--- src/rtl/poly_result_streamer_pkg.sv ---
// poly_result_pkg: shared constants, size derivations, FSM state type and
// word-level helpers for the poly_mult result streamer.
//   calc_n_mem / calc_words / calc_tail_bits : geometry of the padded result
//   byte_rearrange : byte k of the output takes byte (nbytes-1-k) of the input
//   tail_mask      : ones in bit positions [tail-1:0]
package poly_result_pkg;

    localparam int MAXW     = 64;     // widest word the helpers handle
    localparam int N_HQC128 = 17669;
    localparam int RAMWIDTH = 32;

    function automatic int calc_n_mem(input int n, input int w);
        return ((n + w - 1) / w) * w;
    endfunction

    function automatic int calc_words(input int n, input int w);
        return calc_n_mem(n, w) / w;
    endfunction

    function automatic int calc_tail_bits(input int n, input int w);
        return n - (calc_words(n, w) - 1) * w;
    endfunction

    localparam int N_MEM     = calc_n_mem(N_HQC128, RAMWIDTH);
    localparam int WORDS     = calc_words(N_HQC128, RAMWIDTH);
    localparam int TAIL_BITS = calc_tail_bits(N_HQC128, RAMWIDTH);

    typedef enum logic [1:0] {
        IDLE  = 2'd0,
        RUN   = 2'd1,
        DRAIN = 2'd2
    } state_t;

    // Byte-order reversal inside the low nbytes bytes; upper bytes are zero.
    function automatic logic [MAXW-1:0] byte_rearrange(input logic [MAXW-1:0] w,
                                                       input int nbytes);
        logic [MAXW-1:0] r;
        r = '0;
        for (int k = 0; k < MAXW / 8; k++) begin
            if (k < nbytes) begin
                r[8*k +: 8] = w[8*(nbytes-1-k) +: 8];
            end else begin
                r[8*k +: 8] = 8'h00;
            end
        end
        return r;
    endfunction

    // Keeps the valid polynomial bits of the last word.
    function automatic logic [MAXW-1:0] tail_mask(input int tail);
        logic [MAXW-1:0] m;
        m = '0;
        for (int i = 0; i < MAXW; i++) begin
            m[i] = (i < tail) ? 1'b1 : 1'b0;
        end
        return m;
    endfunction

endpackage

--- src/rtl/poly_result_streamer_if.sv ---
// Output stream interface of the result streamer.
//   m_data  : rearranged, masked result word
//   m_valid : m_data valid
//   m_ready : sink accepts; transfer when m_valid && m_ready
//   m_last  : marks the final word of a run
// master = streamer side, slave = consumer side.
interface poly_result_streamer_if #(
    parameter int RAMWIDTH = poly_result_pkg::RAMWIDTH
) ();
    logic [RAMWIDTH-1:0] m_data;
    logic                m_valid;
    logic                m_ready;
    logic                m_last;

    modport master (output m_data, output m_valid, output m_last, input m_ready);
    modport slave  (input m_data, input m_valid, input m_last, output m_ready);
endinterface

--- src/rtl/poly_result_streamer_result_fifo2.sv ---
// result_fifo2: two-entry registered FIFO. The head entry is always held in
// head_r so the consumer sees a register, not a read mux.
//   clk, rst_n : clock, async active-low reset
//   push, push_data : write request and entry
//   pop        : remove head (ignored when empty)
//   head       : current head entry (zero when empty)
//   count      : occupancy 0..2
module result_fifo2 #(
    parameter int W = 33
) (
    input  logic         clk,
    input  logic         rst_n,
    input  logic         push,
    input  logic [W-1:0] push_data,
    input  logic         pop,
    output logic [W-1:0] head,
    output logic [1:0]   count
);
    logic [W-1:0] head_r;
    logic [W-1:0] tail_r;
    logic [1:0]   count_r;
    logic         pop_ok_s;
    logic         push_ok_s;

    assign pop_ok_s  = pop && (count_r != 2'd0);
    // A full FIFO can still take a word in the cycle its head leaves.
    assign push_ok_s = push && ((count_r != 2'd2) || pop_ok_s);
    assign head      = head_r;
    assign count     = count_r;

    // Shift-register storage update and occupancy count.
    always_ff @(posedge clk or negedge rst_n) begin
        if (!rst_n) begin
            head_r  <= '0;
            tail_r  <= '0;
            count_r <= 2'd0;
        end else begin
            case ({push_ok_s, pop_ok_s})
                2'b11: begin
                    if (count_r == 2'd2) begin
                        head_r <= tail_r;
                        tail_r <= push_data;
                    end else begin
                        head_r <= push_data;
                    end
                end
                2'b10: begin
                    if (count_r == 2'd0) begin
                        head_r <= push_data;
                    end else begin
                        tail_r <= push_data;
                    end
                    count_r <= count_r + 2'd1;
                end
                2'b01: begin
                    if (count_r == 2'd2) begin
                        head_r <= tail_r;
                        tail_r <= '0;
                    end else begin
                        head_r <= '0;
                    end
                    count_r <= count_r - 2'd1;
                end
                default: begin
                    head_r <= head_r;
                end
            endcase
        end
    end
endmodule

--- src/rtl/poly_result_streamer.sv ---
// poly_result_streamer: reads the finished poly_mult product word by word,
// masks the padding above bit N-1, reverses byte order inside each word and
// streams the words out on a valid/ready interface.
//   clk, rst_n   : clock, async active-low reset
//   start        : run request (accepted only in IDLE and not while done)
//   busy, done   : run in progress / one-cycle completion pulse
//   addr_result, rd_dout, dout : result memory read port (1-cycle latency)
//   m_if         : output stream (master)
module poly_result_streamer #(
    parameter int N          = poly_result_pkg::N_HQC128,
    parameter int RAMWIDTH   = poly_result_pkg::RAMWIDTH,
    parameter int ADDR_WIDTH = 10
) (
    input  logic                  clk,
    input  logic                  rst_n,
    input  logic                  start,
    output logic                  busy,
    output logic                  done,
    output logic [ADDR_WIDTH-1:0] addr_result,
    output logic                  rd_dout,
    input  logic [RAMWIDTH-1:0]   dout,
    poly_result_streamer_if.master m_if
);
    import poly_result_pkg::*;

    localparam int W_WORDS = calc_words(N, RAMWIDTH);
    localparam int W_TAIL  = calc_tail_bits(N, RAMWIDTH);
    localparam logic [ADDR_WIDTH-1:0] LAST_IDX  = ADDR_WIDTH'(W_WORDS - 1);
    localparam logic [RAMWIDTH-1:0]   TAIL_MASK = RAMWIDTH'(tail_mask(W_TAIL));

    state_t                state_r, state_next_s;
    logic [ADDR_WIDTH-1:0] idx_r, idx_next_s;
    logic                  inflight_r;
    logic                  cap_last_r;
    logic                  busy_r;
    logic                  done_r;
    logic                  rd_s;
    logic                  pop_s;
    logic                  credit_ok_s;
    logic [1:0]            count_s;
    logic [RAMWIDTH:0]     head_s;
    logic [RAMWIDTH-1:0]   masked_s;
    logic [RAMWIDTH:0]     push_data_s;

    assign m_if.m_valid = (count_s != 2'd0);
    assign m_if.m_data  = head_s[RAMWIDTH-1:0];
    assign m_if.m_last  = head_s[RAMWIDTH];
    assign pop_s        = m_if.m_valid && m_if.m_ready;
    assign busy         = busy_r;
    assign done         = done_r;
    assign rd_dout      = rd_s;
    assign addr_result  = idx_r;

    // Words held plus the word still in flight, less the one leaving now,
    // must stay below the buffer depth so every returned word has a slot.
    assign credit_ok_s = (({1'b0, count_s} + {2'b00, inflight_r}) <
                          (3'd2 + {2'b00, pop_s}));

    // FSM next state, read strobe and index update.
    always_comb begin
        state_next_s = state_r;
        idx_next_s   = idx_r;
        rd_s         = 1'b0;
        case (state_r)
            IDLE: begin
                // The done cycle is still IDLE; a start there is ignored.
                if (start && !done_r) begin
                    state_next_s = RUN;
                    idx_next_s   = '0;
                end else begin
                    state_next_s = IDLE;
                end
            end
            RUN: begin
                if (credit_ok_s) begin
                    rd_s = 1'b1;
                    if (idx_r == LAST_IDX) begin
                        state_next_s = DRAIN;
                    end else begin
                        idx_next_s = idx_r + ADDR_WIDTH'(1);
                    end
                end else begin
                    rd_s = 1'b0;
                end
            end
            DRAIN: begin
                if (pop_s && m_if.m_last) begin
                    state_next_s = IDLE;
                end else begin
                    state_next_s = DRAIN;
                end
            end
            default: begin
                state_next_s = IDLE;
            end
        endcase
    end

    // State, index, read pipeline and status registers.
    always_ff @(posedge clk or negedge rst_n) begin
        if (!rst_n) begin
            state_r    <= IDLE;
            idx_r      <= '0;
            inflight_r <= 1'b0;
            cap_last_r <= 1'b0;
            busy_r     <= 1'b0;
            done_r     <= 1'b0;
        end else begin
            state_r    <= state_next_s;
            idx_r      <= idx_next_s;
            inflight_r <= rd_s;
            cap_last_r <= rd_s && (idx_r == LAST_IDX);
            busy_r     <= (state_next_s != IDLE);
            done_r     <= (state_r == DRAIN) && pop_s && m_if.m_last;
        end
    end

    // Mask padding in the last word, then reorder bytes for the FIFO.
    always_comb begin
        masked_s = dout;
        if (cap_last_r) begin
            masked_s = dout & TAIL_MASK;
        end else begin
            masked_s = dout;
        end
        push_data_s = {cap_last_r,
                       RAMWIDTH'(byte_rearrange(MAXW'(masked_s), RAMWIDTH / 8))};
    end

    result_fifo2 #(.W(RAMWIDTH + 1)) u_fifo (
        .clk       (clk),
        .rst_n     (rst_n),
        .push      (inflight_r),
        .push_data (push_data_s),
        .pop       (pop_s),
        .head      (head_s),
        .count     (count_s)
    );
endmodule

--- src/flat_wrapper.sv ---
// flat-port wrapper written by rule: the top's interface ports become plain ports
module poly_result_streamer_flat import poly_result_pkg::*;
#(
    parameter int N          = poly_result_pkg::N_HQC128,
    parameter int RAMWIDTH   = poly_result_pkg::RAMWIDTH,
    parameter int ADDR_WIDTH = 10
)
  (clk, rst_n, start, busy, done, addr_result, rd_dout, dout, m_if_m_data, m_if_m_valid, m_if_m_last, m_if_m_ready);
  poly_result_streamer_if #(.RAMWIDTH(RAMWIDTH)) m_if_i ();
  input  logic clk;
  input  logic rst_n;
  input  logic start;
  output logic busy;
  output logic done;
  output logic [ADDR_WIDTH-1:0] addr_result;
  output logic rd_dout;
  input  logic [RAMWIDTH-1:0] dout;
  output wire logic [$bits(m_if_i.m_data)-1:0] m_if_m_data;
  output wire logic [$bits(m_if_i.m_valid)-1:0] m_if_m_valid;
  output wire logic [$bits(m_if_i.m_last)-1:0] m_if_m_last;
  input wire logic [$bits(m_if_i.m_ready)-1:0] m_if_m_ready;
  assign m_if_m_data = m_if_i.m_data;
  assign m_if_m_valid = m_if_i.m_valid;
  assign m_if_m_last = m_if_i.m_last;
  assign m_if_i.m_ready = m_if_m_ready;
  poly_result_streamer #(.N(N), .RAMWIDTH(RAMWIDTH), .ADDR_WIDTH(ADDR_WIDTH)) u_core (.clk(clk), .rst_n(rst_n), .start(start), .busy(busy), .done(done), .addr_result(addr_result), .rd_dout(rd_dout), .dout(dout), .m_if(m_if_i));
endmodule
--- config.mk ---
export PLATFORM = sky130hd
export DESIGN_NAME = poly_result_streamer_flat
export DESIGN_NICKNAME = d
export VERILOG_FILES = /design/src/rtl/poly_result_streamer_pkg.sv /design/src/rtl/poly_result_streamer_if.sv /design/src/rtl/poly_result_streamer_result_fifo2.sv /design/src/rtl/poly_result_streamer.sv /design/src/flat_wrapper.sv
export SDC_FILE = /design/constraint.sdc
export NUM_CORES = 1
export LEC_CHECK = 0
export ABC_AREA = 0
export BUFFER_PORTS_ARGS = -buffer_cell sky130_fd_sc_hd__buf_2
export CELL_PAD_IN_SITES_DETAIL_PLACEMENT = 2
export CELL_PAD_IN_SITES_GLOBAL_PLACEMENT = 2
export CORE_MARGIN = 1
export CORE_UTILIZATION = 36
export CTS_CLUSTER_DIAMETER = 200
export DETAILED_ROUTE_END_ITERATION = 8
export PLACE_DENSITY_LB_ADDON = 0.1
export SLEW_MARGIN = 5
export SYNTH_ARGS = -nofsm -noshare
export SYNTH_HDL_FRONTEND = slang
export SYNTH_SLANG_ARGS = --single-unit
--- constraint.sdc ---
create_clock -name clk -period 4.63 [get_ports clk]
set_clock_uncertainty 0.2 [all_clocks]
set_input_delay 0.463 -clock clk [delete_from_list [all_inputs] [get_ports clk]]
set_output_delay 0.463 -clock clk [all_outputs]
set_load 0.02 [all_outputs]
==> impl_metrics.csv, run 1 <==
group,metric,value,unit
cells_and_area,multiInputGateArea,1590,um^2
run,maxCapViolations,0,
timing,max_freq,0.319,GHz
detailed_routing,vias,3328,
placed_design,dp_hpwl,7160,um
clocking,clock_latency,350,ps
detailed_routing,avgViaCountPerCell,5.46,
synthesis,syn_area,4000,um^2
timing,slew-limit-headroom,27.1,%
placed_design,port_buffers,82,
power,powerDensity,730,nW/um^2
global_routing,use_met3,2.91,%
synthesis,yosys_warnings,0,
min_path,hp-class,"in -> reg",
cells_and_area,regArea,2100,um^2
detailed_routing,first_pass_iters,4,
detailed_routing,wl,11000,um
synthesis,ys_seq_elements,84,
setup_path,required,4690,ps
synthesis,seq_area_frac_synth,52.5,%
global_routing,grt_pass1_vias,3483,
setup_path,arrival,3200,ps
global_routing,busiest_layer,"met2",
global_routing,grtUsageMet2,33.9,%
floorplanning,dieArea,11500,um^2
synthesis,synth_cell_types,45,
timing,period_needed,3140,ps
timing,finalHoldViolCount,0,
floorplanning,ios,83,
power,p_leak,2.22,nW
setup_path,path_max_fanout,35,
clocking,post-cts-setup-buffers,0,
clocking,cts_tree,"built",
global_routing,antenna_found_initial,0,
global_routing,grt_pass1_wl,18300,um
global_routing,grtUsageTotal,20.5,%
global_routing,grt_max_degree,67,
synthesis,syn_area_per_cell,9.95,um^2
global_routing,grt_overflow,0,
clocking,cts.reportedPaths.clkPinSlew,80,ps
timing,fin_setup_tns,0,ps
clocking,cts.path.max_buffers,2,
timing,worst_pin_slew,1090,ps
synthesis,async_reset_ff_share,100,%
floorplanning,start_util,36.9,%
synthesis,synth_top_cells_by_area,"dfrtp_1, nand2_1, a32oi_1, o41ai_1, o21ai_0",
cells_and_area,final_cell_mix,"dfrtp_1, buf_2, nand2_1, inv_1, o21ai_0",
floorplanning,fp.coreArea,10800,um^2
timing,finalCritPeriodShare,67.8,%
setup_path,worst_setup_path_start_kind,"flop",
power,ir_worst_vdd,0.000645,V
cells_and_area,nets,508,
setup_path,crit_path_end_kind,"flop",
global_routing,met1_usage,27.4,%
detailed_routing,route.detailed.drc,0,
placed_design,routabilityCongestion,0.774,
floorplanning,fp.dieH,107,um
cells_and_area,fillCellCount,1180,
cells_and_area,drive_gt1_share,24.1,%
timing,whs,158,ps
clocking,numCtsBuffers,9,
detailed_routing,wl_per_cell,18.1,um
clocking,cts.root.buffer_cell,"clkbuf_8",
synthesis,synth_flop_cell,"dfrtp_1",
cells_and_area,final_common_cell,"dfrtp_1",
cells_and_area,n_antenna_cell,0,
synthesis,yosys.area.top_type_share,52.5,%
floorplanning,die_w,107,um
floorplanning,std_cell_rows,38,
timing,slew_viol_final,0,
timing,setup_viol,0,
clocking,htree_levels,3,
detailed_routing,first_iter_violations,92,
synthesis,syn-num-nets,444,
detailed_routing,antenna_left,0,
clocking,cts_sinks,84,
cells_and_area,area_delta_synth_final,15.9,%
setup_path,path_class,"reg -> reg",
outcome,status,"complete, no violations",
synthesis,synth-edff-count,0,
synthesis,yosys.area.top_type,"dfrtp_1",
synthesis,synthCells,402,
timing,rsz0062_at_grt,"no",
==> synth_stat cells, types with 6 or more instances <==
cell,instances
dfrtp_1,84
nand2_1,76
inv_1,35
o21ai_0,28
a32oi_1,27
o41ai_1,27
clkbuf_1,13
o21ai_1,13
buf_2,8
a22oi_1,6
ha_1,6
nand2b_1,6
==> registers in the layout (all words and copies together) (netlist names), 2 cells and up <==
name,flops
u_core.u_fifo.head,33
u_core.u_fifo.tail_r,33
u_core.addr_result,10
u_core.state_r,2
u_core.u_fifo.count,2
==> path summary, 6_finish.rpt <==
check | cells after the start | slack (ps) | startpoint | endpoint
max reg2reg | 7 | 1490 | u_core.u_fifo.count[0]$_DFFE_PN0N_ | u_core.u_fifo.head[30]$_DFFE_PN0P_
max | 7 | 1490 | u_core.u_fifo.count[0]$_DFFE_PN0N_ | u_core.u_fifo.head[30]$_DFFE_PN0P_
min | 3 | 160 | dout[11] | u_core.u_fifo.tail_r[19]$_DFFE_PN0P_
max in group asynchronous | 3 | 2810 | rst_n | u_core.u_fifo.count[1]$_DFFE_PN0N_
min in group asynchronous | 2 | 390 | rst_n | u_core.u_fifo.head[10]$_DFFE_PN0P_
min reg2reg | 2 | 280 | u_core.u_fifo.head[0]$_DFFE_PN0P_ | u_core.u_fifo.head[0]$_DFFE_PN0P_
==> cells by family after synthesis <==
family	after synthesis	share of synthesized area, %
XOR/XNOR	3	0.657
adder cells (fa/ha/maj)	6	1.88
AO/OA/AOI/OAI	123	22.7
multiplexers	5	1.28
flip-flops	84	52.5
buffers and inverters	69	8.16
AND/OR/NAND/NOR	112	12.7
==> metal layers <==
metal / up-vias / part of all wire (%)
met5: - / 0
met4: 0 / 1.2
met3: 9 / 3.1
met2: 53 / 48
met1: 1692 / 48
li1: 1574 / -
==> cell type report <==
| class | instances | share of cell area [%] |
|---|---|---|
| flip-flops and latches | 84 | 45.3 |
| multi-input cells | 249 | 34.3 |
| repair buffers | 85 | 9.45 |
| well taps | 140 | 3.78 |
| clock buffers | 12 | 3.35 |
| inverters | 37 | 3.00 |
| clock inverters | 2 | 0.756 |
==> through the flow <==
| step | utilization (%) | setup WS (ps) | std cells | total power, mW | cell area, um^2 |
|---|---|---|---|---|---|
| after floorplan | - | 2400 | 402 | 2.45 | 4000 |
| after global placement | 40.9 | 1560 | 594 | 2.81 | 4440 |
| after detailed placement | 40.9 | 1440 | 594 | 2.89 | 4440 |
| after CTS | 42.8 | 1440 | 609 | 3.44 | 4640 |
| after global routing | 42.8 | 1130 | 609 | 3.65 | 4640 |
| final | 42.8 | 1490 | 609 | 3.38 | 4640 |
==> power by group <==
part | total (mW) | internal, mW | leakage, nW | switching, mW
clock | 0.540 | 0.273 | 0.0983 | 0.268
combinational | 1.61 | 0.550 | 1.06 | 1.06
sequential | 1.23 | 1.03 | 1.07 | 0.204
total | 3.38 | 1.85 | 2.22 | 1.53
==> timing repair <==
| item | in CTS | in global routing |
|---|---|---|
| hold endpoints to repair | 35 | 0 |
| gates resized for setup | 0 | 0 |
| hold buffers | 1 | 0 |
==> critical path, cell delays in order, from the launching register on <==
cell	delay, ps
dfrtp_1	470
nand2b_4	190
o21ai_0	230
ha_2	720
nor2_1	180
nor2_4	690
a32oi_1	100
o21ai_0	240
Note: power is estimated with default switching activity, not from simulation.
==> run 2: changes to the inputs <==
- CORE_UTILIZATION: 36 -> 34
- clock period: 4.63 -> 3.1 ns (I/O delays scaled with it)
==> impl_metrics.csv, run 2 (synthesis gave the netlist of run 1 again) <==
group,metric,value,unit
outcome,status,"complete, no violations",
detailed_routing,wl_per_cell,18.8,um
min_path,holdPathEnd,"u_core.u_fifo.tail_r[19]$_DFFE_PN0P_",
setup_path,critPathMaxStageDelay,720,ps
power,ir_worst_vdd,0.000504,V
setup_path,rrSetupSlack,350,ps
cells_and_area,finalNonFillerCells,618,
clocking,htree_levels,3,
floorplanning,std_cell_rows,39,
placed_design,dp_hpwl,7570,um
setup_path,worst_path_most_repeated_cell,"o21ai_0",
detailed_routing,avgViaCountPerCell,5.52,
detailed_routing,first_pass_iters,4,
placed_design,placed_area,4490,um^2
setup_path,rr_worst_depth,6,
setup_path,worst_setup_path_start_kind,"flop",
global_routing,grt_pass1_vias,3754,
setup_path,crit_path_end_kind,"flop",
global_routing,grt_overflow,0,
timing,fin_setup_tns,0,ps
power,p_leak,2.29,nW
timing,max_freq,0.363,GHz
timing,setup_slack,345,ps
clocking,clock_latency,340,ps
placed_design,placed_cells,601,
cells_and_area,final_common_cell,"dfrtp_1",
timing,setup_viol,0,
timing,worst_pin_slew,887,ps
setup_path,arrival,2810,ps
run,maxCapViolations,0,
cells_and_area,n_antenna_cell,0,
timing,period_needed,2750,ps
clocking,cts_sinks,84,
min_path,whs_path_depth,3,
min_path,hp-class,"in -> reg",
clocking,cts.reportedPaths.clkPinSlew,60,ps
floorplanning,dieArea,12200,um^2
global_routing,grtUsageTotal,20.0,%
placed_design,routabilityCongestion,0.731,
cells_and_area,area_delta_synth_final,19.7,%
detailed_routing,first_iter_violations,104,
cells_and_area,final_cell_mix,"dfrtp_1, buf_2, nand2_1, inv_1, o21ai_0",
clocking,cts.path.max_buffers,2,
timing,slew-limit-headroom,40.7,%
cells_and_area,design_area,4790,um^2
clocking,numCtsBuffers,9,
setup_path,crit_chain,"nand2b_4 -> o21ai_0 -> ha_2 -> mux2_2 -> a32oi_1 -> o21ai_0",
detailed_routing,route.detailed.drc,0,
clocking,cts-resized-gates,0,
floorplanning,start_util,35.0,%
detailed_routing,wl,11600,um
detailed_routing,vias,3412,
global_routing,grt_max_degree,50,
detailed_routing,antenna_left,0,
power,p_total,5.40,mW
cells_and_area,nets,512,
clocking,cts.root.buffer_cell,"clkbuf_16",
setup_path,cp_slowest_cell,"mux2_2",
cells_and_area,post-route-util,41.9,%
setup_path,r2r_start,"u_core.u_fifo.count[0]$_DFFE_PN0N_",
floorplanning,fp.coreArea,11400,um^2
timing,finalCritPeriodShare,88.9,%
clocking,post-cts-setup-buffers,0,
timing,rsz0062_at_grt,"no",
floorplanning,die_w,110,um
timing,finalHoldViolCount,0,
floorplanning,fp.dieH,110,um
placed_design,port_buffers,82,
setup_path,r2r-end,"u_core.u_fifo.head[13]$_DFFE_PN0P_",
placed_design,dp_slack,364,ps
power,powerDensity,1130,nW/um^2
setup_path,required,3150,ps
clocking,cts_tree,"built",
min_path,hp-start,"dout[11]",
timing,whs,27.9,ps
global_routing,grt_pass1_wl,19600,um
floorplanning,ios,83,
cells_and_area,drive_gt1_share,24.8,%
setup_path,path_max_fanout,33,
setup_path,path_class,"reg -> reg",
global_routing,antenna_found_initial,0,
timing,slew_viol_final,0,
## run 2: cell types whose count changed in the layout (fill, tap and decap cells not counted)
cell / before / now
buf_12: 0 / 2
clkbuf_16: 0 / 9
clkbuf_8: 11 / 0
clkbuf_1: 1 / 2
clkinvlp_4: 0 / 1
clkinv_2: 1 / 3
buf_4: 3 / 5
## run 2: routing by layer
metal	part of all wire, %	vias up	GRT usage (%)
met5	0	-	0
li1	-	1585	-
met4	1.7	0	7.56
met3	3.3	16	3.46
met1	46	1751	25.4
met2	49	60	34.0
## run 2: layout make-up
cell class                 count  area, um^2
fill                        1235        6630
clock buffer                  11         233
tap                          143         179
clock inverter                 5        52.6
sequential                    84        2100
inverter                      37         139
timing repair buffer          89         493
multi-input combinational    249        1590
## run 2: how the worst max path moves through the flow
| stage | from | endpoint | slack, ps | cells past startpoint |
|---|---|---|---|---|
| 2_1_floorplan | u_core.u_fifo.count[0]$_DFFE_PN0N_ | u_core.u_fifo.head[27]$_DFFE_PN0P_ | 870 | 10 |
| 3_3_place_gp | u_core.u_fifo.count[0]$_DFFE_PN0N_ | u_core.u_fifo.head[21]$_DFFE_PN0P_ | 480 | 6 |
| 3_5_place_dp | u_core.u_fifo.count[0]$_DFFE_PN0N_ | u_core.u_fifo.head[13]$_DFFE_PN0P_ | 360 | 6 |
| 4_1_cts | u_core.u_fifo.count[0]$_DFFE_PN0N_ | u_core.u_fifo.head[13]$_DFFE_PN0P_ | 320 | 6 |
| 5_1_grt | u_core.u_fifo.count[0]$_DFFE_PN0N_ | u_core.u_fifo.head[13]$_DFFE_PN0P_ | 80 | 6 |
| 6_report | u_core.u_fifo.count[0]$_DFFE_PN0N_ | u_core.u_fifo.head[13]$_DFFE_PN0P_ | 350 | 6 |
## run 2: what timing repair did
item | CTS | global route
hold buffers | 1 | 0
endpoints found under the setup margin | 0 | 0
endpoints found under the hold margin | 47 | 0
## run 2: power breakdown
part / leakage, nW / switching [mW] / internal, mW
sequential: 1.07 / 0.298 / 1.54
clock: 0.139 / 0.446 / 0.621
combinational: 1.09 / 1.63 / 0.867
total: 2.29 / 2.37 / 3.02
## run 2: worst max-delay path, delay by kind of cell (launching register included)
| kind | cells | cell delay (ps) |
|---|---|---|
| AOI/OAI and AO/OA | 3 | 700 |
| adders and majority gates | 1 | 370 |
| DFF | 1 | 460 |
| muxes | 1 | 720 |
| and+or+nand+nor | 1 | 200 |
==> run 3: changes to the inputs <==
- CORE_UTILIZATION: 34 -> 36
- clock period: 3.1 -> 3.4 ns (I/O delays scaled with it)
==> impl_metrics.csv, run 3 (synthesis gave the netlist of run 1 again) <==
group,metric,value,unit
power,ir_worst_vdd,0.000457,V
clocking,numCtsBuffers,9,
timing,finalHoldViolCount,0,
setup_path,path_class,"reg -> reg",
floorplanning,std_cell_rows,38,
global_routing,grt_overflow,0,
floorplanning,ios,83,
setup_path,rr_worst_depth,6,
detailed_routing,wl_met1,5400,um
setup_path,rrSetupSlack,620,ps
placed_design,dp_hpwl,7500,um
run,maxCapViolations,0,
timing,finalCritPeriodShare,81.8,%
global_routing,antenna_found_initial,0,
placed_design,placed_area,4490,um^2
timing,fin_setup_tns,0,ps
clocking,cts-resized-gates,0,
detailed_routing,antenna_left,0,
clocking,cts.reportedPaths.clkPinSlew,90,ps
power,powerDensity,1010,nW/um^2
cells_and_area,design_area,4720,um^2
detailed_routing,wl,11600,um
clocking,clock_latency,360,ps
power,p_leak,2.26,nW
outcome,status,"complete, no violations",
setup_path,path_max_fanout,33,
cells_and_area,n_antenna_cell,0,
cells_and_area,nets,512,
detailed_routing,first_pass_iters,4,
clocking,cts.root.buffer_cell,"clkbuf_8",
clocking,cts_sinks,84,
floorplanning,fp.coreArea,10800,um^2
global_routing,grt_max_degree,47,
cells_and_area,final_cell_mix,"dfrtp_1, buf_2, nand2_1, inv_1, o21ai_0",
cells_and_area,final_common_cell,"dfrtp_1",
setup_path,r2r_start,"u_core.u_fifo.count[0]$_DFFE_PN0N_",
global_routing,grt_pass1_wl,19200,um
floorplanning,start_util,36.9,%
min_path,whs_path_depth,3,
cells_and_area,drive_gt1_share,24.8,%
timing,rsz0062_at_grt,"no",
timing,period_needed,2780,ps
clocking,cts_tree,"built",
setup_path,required,3460,ps
detailed_routing,top_layer,"met4",
setup_path,r2r-end,"u_core.u_fifo.head[15]$_DFFE_PN0P_",
detailed_routing,vias,3422,
timing,max_freq,0.360,GHz
floorplanning,die_w,107,um
detailed_routing,wl_per_cell,18.8,um
timing,slew-limit-headroom,40.8,%
min_path,hp-class,"in -> reg",
floorplanning,dieArea,11500,um^2
clocking,cts.path.max_buffers,2,
cells_and_area,area_delta_synth_final,18.0,%
floorplanning,fp.dieH,107,um
timing,setup_viol,0,
detailed_routing,route.detailed.drc,0,
timing,slew_viol_final,0,
setup_path,arrival,2840,ps
detailed_routing,avgViaCountPerCell,5.56,
setup_path,crit_path_end_kind,"flop",
placed_design,routabilityCongestion,0.795,
setup_path,worst_setup_path_start_kind,"flop",
timing,worst_pin_slew,886,ps
setup_path,endpoint,"u_core.u_fifo.head[15]$_DFFE_PN0P_",
detailed_routing,first_iter_violations,95,
placed_design,port_buffers,82,
clocking,htree_levels,3,
detailed_routing,wl_met2,5620,um
global_routing,grtUsageTotal,21.5,%
global_routing,grt_pass1_vias,3659,
detailed_routing,wl_met3,345,um
setup_path,cp-startpoint,"u_core.u_fifo.count[0]$_DFFE_PN0N_",
-- run 3: changes by cell type in the layout (fill, tap and decap cells not counted), sizes merged --
cell / previous run / this run
bufinv: 1 / 2
clkbuf: 11 / 12
clkinv: 3 / 1
-- run 3: critical path, stage by stage, from the launching register on --
cell,delay (ps)
dfrtp_1,480
nand2b_4,200
o21ai_0,250
ha_2,360
mux2_2,750
a32oi_1,200
o21ai_0,230
-- run 3: cell type report --
class,count,area [um^2]
fillers,1176,6120
flip-flops and latches,84,2100
multi-input cells,249,1590
repair buffers,89,493
well taps,140,175
clock buffers,12,145
inverters,37,139
clock inverters,4,72.6
-- run 3: worst min-delay path by stage --
stage / start / end / slack [ps]
3_5_place_dp: rst_n / u_core.u_fifo.head[12]$_DFFE_PN0P_ / 200
5_1_grt: dout[24] / u_core.u_fifo.tail_r[0]$_DFFE_PN0P_ / 30
2_1_floorplan: rst_n / u_core.addr_result[0]$_DFFE_PN0P_ / -160
4_1_cts: dout[25] / u_core.u_fifo.tail_r[1]$_DFFE_PN0P_ / 20
6_report: dout[25] / u_core.u_fifo.tail_r[1]$_DFFE_PN0P_ / 30
3_3_place_gp: rst_n / u_core.u_fifo.head[10]$_DFFE_PN0P_ / 200
-- run 3: repair_timing --
item / 4_1_cts / 5_1_grt
endpoints found under the hold margin: 43 / 0
buffers inserted: 0 / 0
hold buffers: 1 / 0
setup endpoints to repair: 0 / 0
-- run 3: routing by layer --
layer	vias to the layer above	track usage (%)
met5	-	0
met1	1761	28.6
met4	0	7.44
li1	1583	-
met3	15	2.60
met2	63	36.2
-- run 3: stage by stage --
step / hold slack, ps / worst slack (ps) / util, % / power [mW] / instances
floorplan: -156 / 1170 / - / 3.34 / 402
global placement: 202 / 786 / 41.4 / 3.87 / 598
detailed placement: 201 / 586 / 41.4 / 4.00 / 598
CTS: 21.6 / 574 / 43.5 / 4.83 / 615
global route: 28.8 / 449 / 43.5 / 5.12 / 615
finish: 33.6 / 619 / 43.5 / 4.76 / 615
-- run 3: power by group --
part | switching, mW | total [mW] | internal [mW]
registers | 0.280 | 1.68 | 1.40
clock network | 0.366 | 0.800 | 0.434
logic | 1.49 | 2.28 | 0.789
total | 2.13 | 4.76 | 2.62
